File: src/rtl/psum_pack_pkg.sv
// Shared types and sizing helpers for the partial-sum vector packer.
package psum_pack_pkg;

  localparam int unsigned PSUM_LANES = 8;
  localparam int unsigned PSUM_WIDTH = 16;

  typedef enum logic [0:0] {
    FILL,
    PEND
  } state_e;

  // Width able to hold a lane count of 0..lanes.
  function automatic int unsigned lane_cnt_width(input int unsigned lanes);
    return $clog2(lanes) + 1;
  endfunction

  function automatic int unsigned lane_idx_width(input int unsigned lanes);
    return (lanes > 1) ? $clog2(lanes) : 1;
  endfunction

endpackage

File: src/rtl/psum_lane_buffer.sv
// LANES x WIDTH lane register: indexed write that zeroes all higher lanes,
// optional whole-vector load, packed read-out.
module psum_lane_buffer
  import psum_pack_pkg::*;
#(
  parameter int unsigned LANES = PSUM_LANES,
  parameter int unsigned WIDTH = PSUM_WIDTH,
  localparam int unsigned IDXW = lane_idx_width(LANES)
) (
  input  logic                   clk,
  input  logic                   rst_n,
  input  logic                   wr_en,
  input  logic [IDXW-1:0]        wr_idx,
  input  logic [WIDTH-1:0]       wr_data,
  input  logic                   ld_en,
  input  logic [LANES*WIDTH-1:0] ld_data,
  output logic [LANES*WIDTH-1:0] rd_data
);

  logic [LANES-1:0][WIDTH-1:0] lane_q;

  // Every write clears the lanes above it, so lane 0 of a new vector wipes
  // the previous vector and a closing lane leaves zero padding behind it.
  always_ff @(posedge clk or negedge rst_n) begin
    if (!rst_n) begin
      lane_q <= '0;
    end else if (ld_en) begin
      lane_q <= ld_data;
    end else if (wr_en) begin
      for (int i = 0; i < LANES; i++) begin
        if (IDXW'(i) == wr_idx) begin
          lane_q[i] <= wr_data;
        end else if (IDXW'(i) > wr_idx) begin
          lane_q[i] <= '0;
        end
      end
    end
  end

  assign rd_data = lane_q;

endmodule

File: src/rtl/psum_vec_packer.sv
// Serial-to-parallel packer of signed partial sums into one lane vector.
// Define PSUM_PACK_DBUF_EN to build with a separate fill buffer (double buffering).
module psum_vec_packer
  import psum_pack_pkg::*;
#(
  parameter int unsigned LANES = PSUM_LANES,
  parameter int unsigned WIDTH = PSUM_WIDTH,
  localparam int unsigned IDXW = lane_idx_width(LANES),
  localparam int unsigned CNTW = lane_cnt_width(LANES)
) (
  input  logic                   clk,
  input  logic                   rst_n,
  input  logic                   in_valid,
  output logic                   in_ready,
  input  logic [WIDTH-1:0]       in_data,
  input  logic                   in_last,
  output logic                   vec_valid,
  input  logic                   vec_ready,
  output logic [LANES*WIDTH-1:0] vec_data,
  output logic [CNTW-1:0]        vec_lanes
);

  state_e                 state_q, state_d;
  logic [IDXW-1:0]        lane_cnt_q, lane_cnt_d;
  logic                   vec_valid_q, vec_valid_d;
  logic [CNTW-1:0]        vec_lanes_q, vec_lanes_d;
  logic                   accept;
  logic                   close;
  logic                   load;
  logic [CNTW-1:0]        close_lanes;
  logic [LANES*WIDTH-1:0] fill_vec;

  assign accept      = in_valid && in_ready;
  assign close       = accept && (in_last || (lane_cnt_q == IDXW'(LANES - 1)));
  assign close_lanes = CNTW'(lane_cnt_q) + CNTW'(1);

  always_comb begin
    lane_cnt_d = lane_cnt_q;
    if (close) begin
      lane_cnt_d = '0;
    end else if (accept) begin
      lane_cnt_d = lane_cnt_q + IDXW'(1);
    end
  end

`ifdef PSUM_PACK_DBUF_EN
  logic                   slot_free;
  logic                   ld_pend;
  logic [CNTW-1:0]        pend_lanes_q, pend_lanes_d;
  logic [LANES*WIDTH-1:0] close_vec;
  logic [LANES*WIDTH-1:0] ld_vec;

  assign slot_free = !vec_valid_q || vec_ready;
  assign in_ready  = (state_q == FILL);

  psum_lane_buffer #(
    .LANES (LANES),
    .WIDTH (WIDTH)
  ) u_fill (
    .clk     (clk),
    .rst_n   (rst_n),
    .wr_en   (accept),
    .wr_idx  (lane_cnt_q),
    .wr_data (in_data),
    .ld_en   (1'b0),
    .ld_data ('0),
    .rd_data (fill_vec)
  );

  // The closing lane is not in the fill buffer yet, so merge it in on the fly.
  always_comb begin
    close_vec = '0;
    for (int i = 0; i < LANES; i++) begin
      if (IDXW'(i) < lane_cnt_q) begin
        close_vec[i*WIDTH +: WIDTH] = fill_vec[i*WIDTH +: WIDTH];
      end else if (IDXW'(i) == lane_cnt_q) begin
        close_vec[i*WIDTH +: WIDTH] = in_data;
      end
    end
  end

  always_comb begin
    state_d      = state_q;
    load         = 1'b0;
    ld_pend      = 1'b0;
    vec_lanes_d  = vec_lanes_q;
    pend_lanes_d = pend_lanes_q;
    unique case (state_q)
      FILL: begin
        if (close) begin
          if (slot_free) begin
            load        = 1'b1;
            vec_lanes_d = close_lanes;
          end else begin
            state_d      = PEND;
            pend_lanes_d = close_lanes;
          end
        end
      end
      PEND: begin
        if (vec_ready) begin
          load        = 1'b1;
          ld_pend     = 1'b1;
          vec_lanes_d = pend_lanes_q;
          state_d     = FILL;
        end
      end
      default: state_d = FILL;
    endcase
  end

  assign ld_vec = ld_pend ? fill_vec : close_vec;

  psum_lane_buffer #(
    .LANES (LANES),
    .WIDTH (WIDTH)
  ) u_out (
    .clk     (clk),
    .rst_n   (rst_n),
    .wr_en   (1'b0),
    .wr_idx  ('0),
    .wr_data ('0),
    .ld_en   (load),
    .ld_data (ld_vec),
    .rd_data (vec_data)
  );

  always_ff @(posedge clk or negedge rst_n) begin
    if (!rst_n) begin
      pend_lanes_q <= '0;
    end else begin
      pend_lanes_q <= pend_lanes_d;
    end
  end
`else
  // Fill buffer doubles as the output register; it is frozen while held.
  assign in_ready = (state_q == FILL) && !vec_valid_q;
  assign load     = close;
  assign vec_data = fill_vec;

  psum_lane_buffer #(
    .LANES (LANES),
    .WIDTH (WIDTH)
  ) u_fill (
    .clk     (clk),
    .rst_n   (rst_n),
    .wr_en   (accept),
    .wr_idx  (lane_cnt_q),
    .wr_data (in_data),
    .ld_en   (1'b0),
    .ld_data ('0),
    .rd_data (fill_vec)
  );

  always_comb begin
    state_d     = FILL;
    vec_lanes_d = vec_lanes_q;
    if (close) begin
      vec_lanes_d = close_lanes;
    end
  end
`endif

  always_comb begin
    vec_valid_d = vec_valid_q;
    if (load) begin
      vec_valid_d = 1'b1;
    end else if (vec_ready) begin
      vec_valid_d = 1'b0;
    end
  end

  always_ff @(posedge clk or negedge rst_n) begin
    if (!rst_n) begin
      state_q     <= FILL;
      lane_cnt_q  <= '0;
      vec_valid_q <= 1'b0;
      vec_lanes_q <= '0;
    end else begin
      state_q     <= state_d;
      lane_cnt_q  <= lane_cnt_d;
      vec_valid_q <= vec_valid_d;
      vec_lanes_q <= vec_lanes_d;
    end
  end

  assign vec_valid = vec_valid_q;
  assign vec_lanes = vec_lanes_q;

endmodule

File: config.mk
export PLATFORM = sky130hd
export DESIGN_NAME = psum_vec_packer
export DESIGN_NICKNAME = d
export VERILOG_FILES = /design/src/rtl/psum_pack_pkg.sv /design/src/rtl/psum_lane_buffer.sv /design/src/rtl/psum_vec_packer.sv
export SDC_FILE = /design/constraint.sdc
export NUM_CORES = 1
export LEC_CHECK = 0
export BUFFER_PORTS_ARGS = -buffer_cell sky130_fd_sc_hd__buf_4
export CAP_MARGIN = 20
export CORE_MARGIN = 2
export CORE_UTILIZATION = 33
export CTS_CLUSTER_SIZE = 12
export DETAILED_ROUTE_END_ITERATION = 12
export GPL_ROUTABILITY_DRIVEN = 0
export MAX_ROUTING_LAYER = met4
export PLACE_DENSITY = 0.58
export SLEW_MARGIN = 20
export SYNTH_ARGS = -nofsm -noshare
export SYNTH_HDL_FRONTEND = slang
export SYNTH_SLANG_ARGS = --single-unit
File: constraint.sdc
create_clock -name clk -period 2.85 [get_ports clk]
set_input_delay 0.1425 -clock clk [delete_from_list [all_inputs] [get_ports clk]]
set_output_delay 0.1425 -clock clk [all_outputs]
set_load 0.03 [all_outputs]
==> results.yml <==
worst_hold_path:
  hold_start: "in_data[15]"
  min_to: "u_fill.rd_data[63]$_DFFE_PN0P_"
  min_path_cells: 2
  hold_path.class: "in -> reg"
synth:
  ys.warnings.count: 0
  synth-main-ff-cell: "dfrtp_1"
  synth.cell_area_um2: 5530
  postSynthCellCount: 519
  synth_area_per_cell_um2: 10.6
  synth.distinct_cells: 30
  async_flop_share_pct: 100
  synth.net_count: 544
  synth-seq-cells: 136
  ys_seq_area_share_pct: 61.6
  synth_edf_count: 0
route:
  wl_um: 16800
  drc: 0
  dr.pass1.iters: 4
  vias: 4489
  viasPerCell: 5.09
  ant_nets: 0
  first_iter_violations: 255
  wire_per_inst_um: 19.0
worst_setup_path:
  critPathTopFamily: "compound AO/OA/AOI/OAI gates"
  cp.arrival_ns: 2.55
  slowest_delay_ns: 0.54
  r2r_cells: 6
  start_kind: "flop"
  critPathCaptureType: "flop"
  cpMaxStageDelayCell: "o21ai_0"
  reg2reg_to: "vec_lanes[1]$_DFFE_PN0P_"
  crit_buf_inv: 2
  critPathKind: "reg -> reg"
  worstPathCellList: "buf_4 > ha_1 > ha_1 > buf_4 > o21ai_0 > mux2_2"
  crit_fanout: 22
  r2r-start: "lane_cnt_q[0]$_DFFE_PN0P_"
  r2r_slack_ns: 0.60
  worstPathRequired_ns: 3.14
power_and_ir_drop:
  power.density_nw_per_um2: 832
  p_clk_share_pct: 36.7
  switching_share_pct: 33.5
  p_leak_nw: 3.73
  irDropWorstVdd_v: 0.000424
  switchingPower_mw: 2.07
  p_comb_share_pct: 25.5
  p_seq_share_pct: 37.9
  p_int_mw: 4.12
timing:
  setup_violations: 0
  period_minus_slack_ns: 2.25
  fmax_mhz: 444
  hold_violations: 0
  tns_ns: 0
  finalMaxSlewViolations: 0
  slew_headroom_pct: 43.4
  rsz0062_at_grt: "false"
  tightest_slew_ns: 0.849
  finalCritPeriodShare_pct: 79.1
  fin_worst_skew_ns: 0.0139
floorplanning:
  initial_core_util_pct: 33.6
  die_h_um: 133
  die_area_um2: 17800
  row_count: 47
  fp.dieW_um: 133
  core_um2: 16500
  boundaryPins: 155
global_route:
  grt_max_degree: 81
  grt_overflow_total: 0
  first_global_vias: 4378
  grt_first_pass_wirelength_um: 25900
  antenna_found_initial: 0
  grt_usage_pct: 19.8
final_layout:
  syn_to_final_growth_pct: 34.8
  diodes: 0
  fin_nets: 674
  final_area_um2: 7450
  drive_gt1_share_pct: 31.3
placement:
  placed_cell_area_um2: 6810
  dp_hpwl_um: 11200
  io_buffers: 154
clock_tree:
  htree_levels: 4
  clock_path_buffers: 2
  cts_tree: "built"
  numCtsBuffers: 17
  clkTransAtPathRegs_ns: 0.06
  insertion_delay_ns: 0.42
  cts-root-buf: "clkbuf_16"
  clock_sinks: 136
  cts_setup_buffers: 0
status:
  status: "complete, no violations"
job:
  maxCapViolCount: 0
[worst max-delay path by stage]
stage / depth (start not counted) / from / endpoint / slack [ns]
floorplan: 7 / lane_cnt_q[1]$_DFFE_PN0P_ / u_fill.rd_data[69]$_DFFE_PN0P_ / 0.99
global route: 6 / lane_cnt_q[0]$_DFFE_PN0P_ / vec_lanes[1]$_DFFE_PN0P_ / 0.45
finish: 6 / lane_cnt_q[0]$_DFFE_PN0P_ / vec_lanes[1]$_DFFE_PN0P_ / 0.60
CTS: 5 / lane_cnt_q[1]$_DFFE_PN0P_ / u_fill.rd_data[75]$_DFFE_PN0P_ / 0.46
detailed placement: 5 / lane_cnt_q[1]$_DFFE_PN0P_ / u_fill.rd_data[78]$_DFFE_PN0P_ / 0.46
global placement: 5 / lane_cnt_q[1]$_DFFE_PN0P_ / u_fill.rd_data[75]$_DFFE_PN0P_ / 0.67
[power groups by stage]
| stage | clock network, mW | logic, mW | registers (mW) |
|---|---|---|---|
| floorplan | 0 | 0.494 | 2.81 |
| global placement | 0 | 1.56 | 2.38 |
| detailed placement | 0 | 1.59 | 2.38 |
| CTS | 2.31 | 1.59 | 2.35 |
| global route | 2.39 | 1.69 | 2.37 |
| finish | 2.27 | 1.58 | 2.35 |
[Yosys cell counts, types with 2 or more instances]
| cell type | count | area share [%] |
|---|---|---|
| inv_1 | 36 | 2.4 |
| buf_6 | 2 | 0.41 |
| nor2b_1 | 2 | 0.23 |
| mux2_2 | 2 | 0.41 |
| clkbuf_1 | 31 | 2.1 |
| buf_1 | 5 | 0.34 |
| nand4b_1 | 16 | 2.5 |
| nand2_1 | 83 | 5.6 |
| a22o_1 | 50 | 7.9 |
| buf_2 | 2 | 0.18 |
| ha_1 | 4 | 0.91 |
| nand4_1 | 32 | 3.6 |
| dfrtp_1 | 136 | 62 |
| clkbuf_2 | 16 | 1.4 |
| nand3_1 | 17 | 1.5 |
| buf_4 | 2 | 0.27 |
| o21ai_0 | 70 | 6.3 |
[metal layers]
| metal | track usage, % | vias up | routed length [µm] |
|---|---|---|---|
| met2 | 29.9 | 168 | 7830 |
| li1 | - | 2055 | - |
| met4 | 5.50 | 0 | 159 |
| met1 | 26.8 | 2252 | 7800 |
| met3 | 4.76 | 14 | 1010 |
| met5 | - | - | 0 |
[final cells by class]
| class | instances | area [µm²] |
|---|---|---|
| Timing Repair Buffer | 169 | 1290 |
| Tap cell | 220 | 275 |
| Inverter | 36 | 135 |
| Fill cell | 1554 | 9010 |
| Clock buffer | 20 | 467 |
| Sequential cell | 136 | 3400 |
| Multi-Input combinational cell | 289 | 1730 |
| Clock inverter | 12 | 149 |
[flip-flops by register name, summed over array words and instances (netlist names)]
| register | flops |
|---|---|
| u_fill.rd_data | 128 |
| vec_lanes | 4 |
| lane_cnt_q | 3 |
| vec_valid | 1 |
[cells in the final DEF, fill, tap and decap left out, types with 2 or more instances in the layout]
master / synthesis / final
buf_4: 2 / 164
dfrtp_1: 136 / 136
nand2_1: 83 / 83
o21ai_0: 70 / 70
a22o_1: 50 / 50
inv_1: 36 / 36
nand4_1: 32 / 32
nand3_1: 17 / 17
clkbuf_16: 0 / 17
nand4b_1: 16 / 16
ha_1: 4 / 4
clkinvlp_4: 0 / 4
clkinv_2: 0 / 4
bufinv_16: 0 / 3
clkbuf_8: 0 / 3
mux2_2: 2 / 2
dlygate4sd3_1: 0 / 2
[cell families after synthesis]
| kind of cell | count (synthesis) | share of synthesized area [%] |
|---|---|---|
| buffers and inverters | 94 | 7.20 |
| muxes | 2 | 0.407 |
| adders and majority gates | 4 | 0.906 |
| AOI/OAI and AO/OA | 125 | 15.1 |
| and+or+nand+nor | 158 | 14.9 |
| DFF | 136 | 61.6 |
[repair_timing]
action / in CTS / in global routing
hold buffers: 2 / 0
gates resized for setup: 0 / 0
hold endpoints to repair: 79 / 0
[through the flow]
step	worst slack, ns	total power [mW]	hold slack (ns)	util (%)	instances
floorplan	0.987	3.30	-0.153	-	519
global placement	0.672	3.94	0.231	41.4	847
detailed placement	0.463	3.97	0.239	41.4	847
CTS	0.458	6.25	0.0212	45.2	881
global route	0.454	6.46	0.0354	45.3	882
finish	0.595	6.20	0.0370	45.3	882
(Power assumes the default switching activity.)
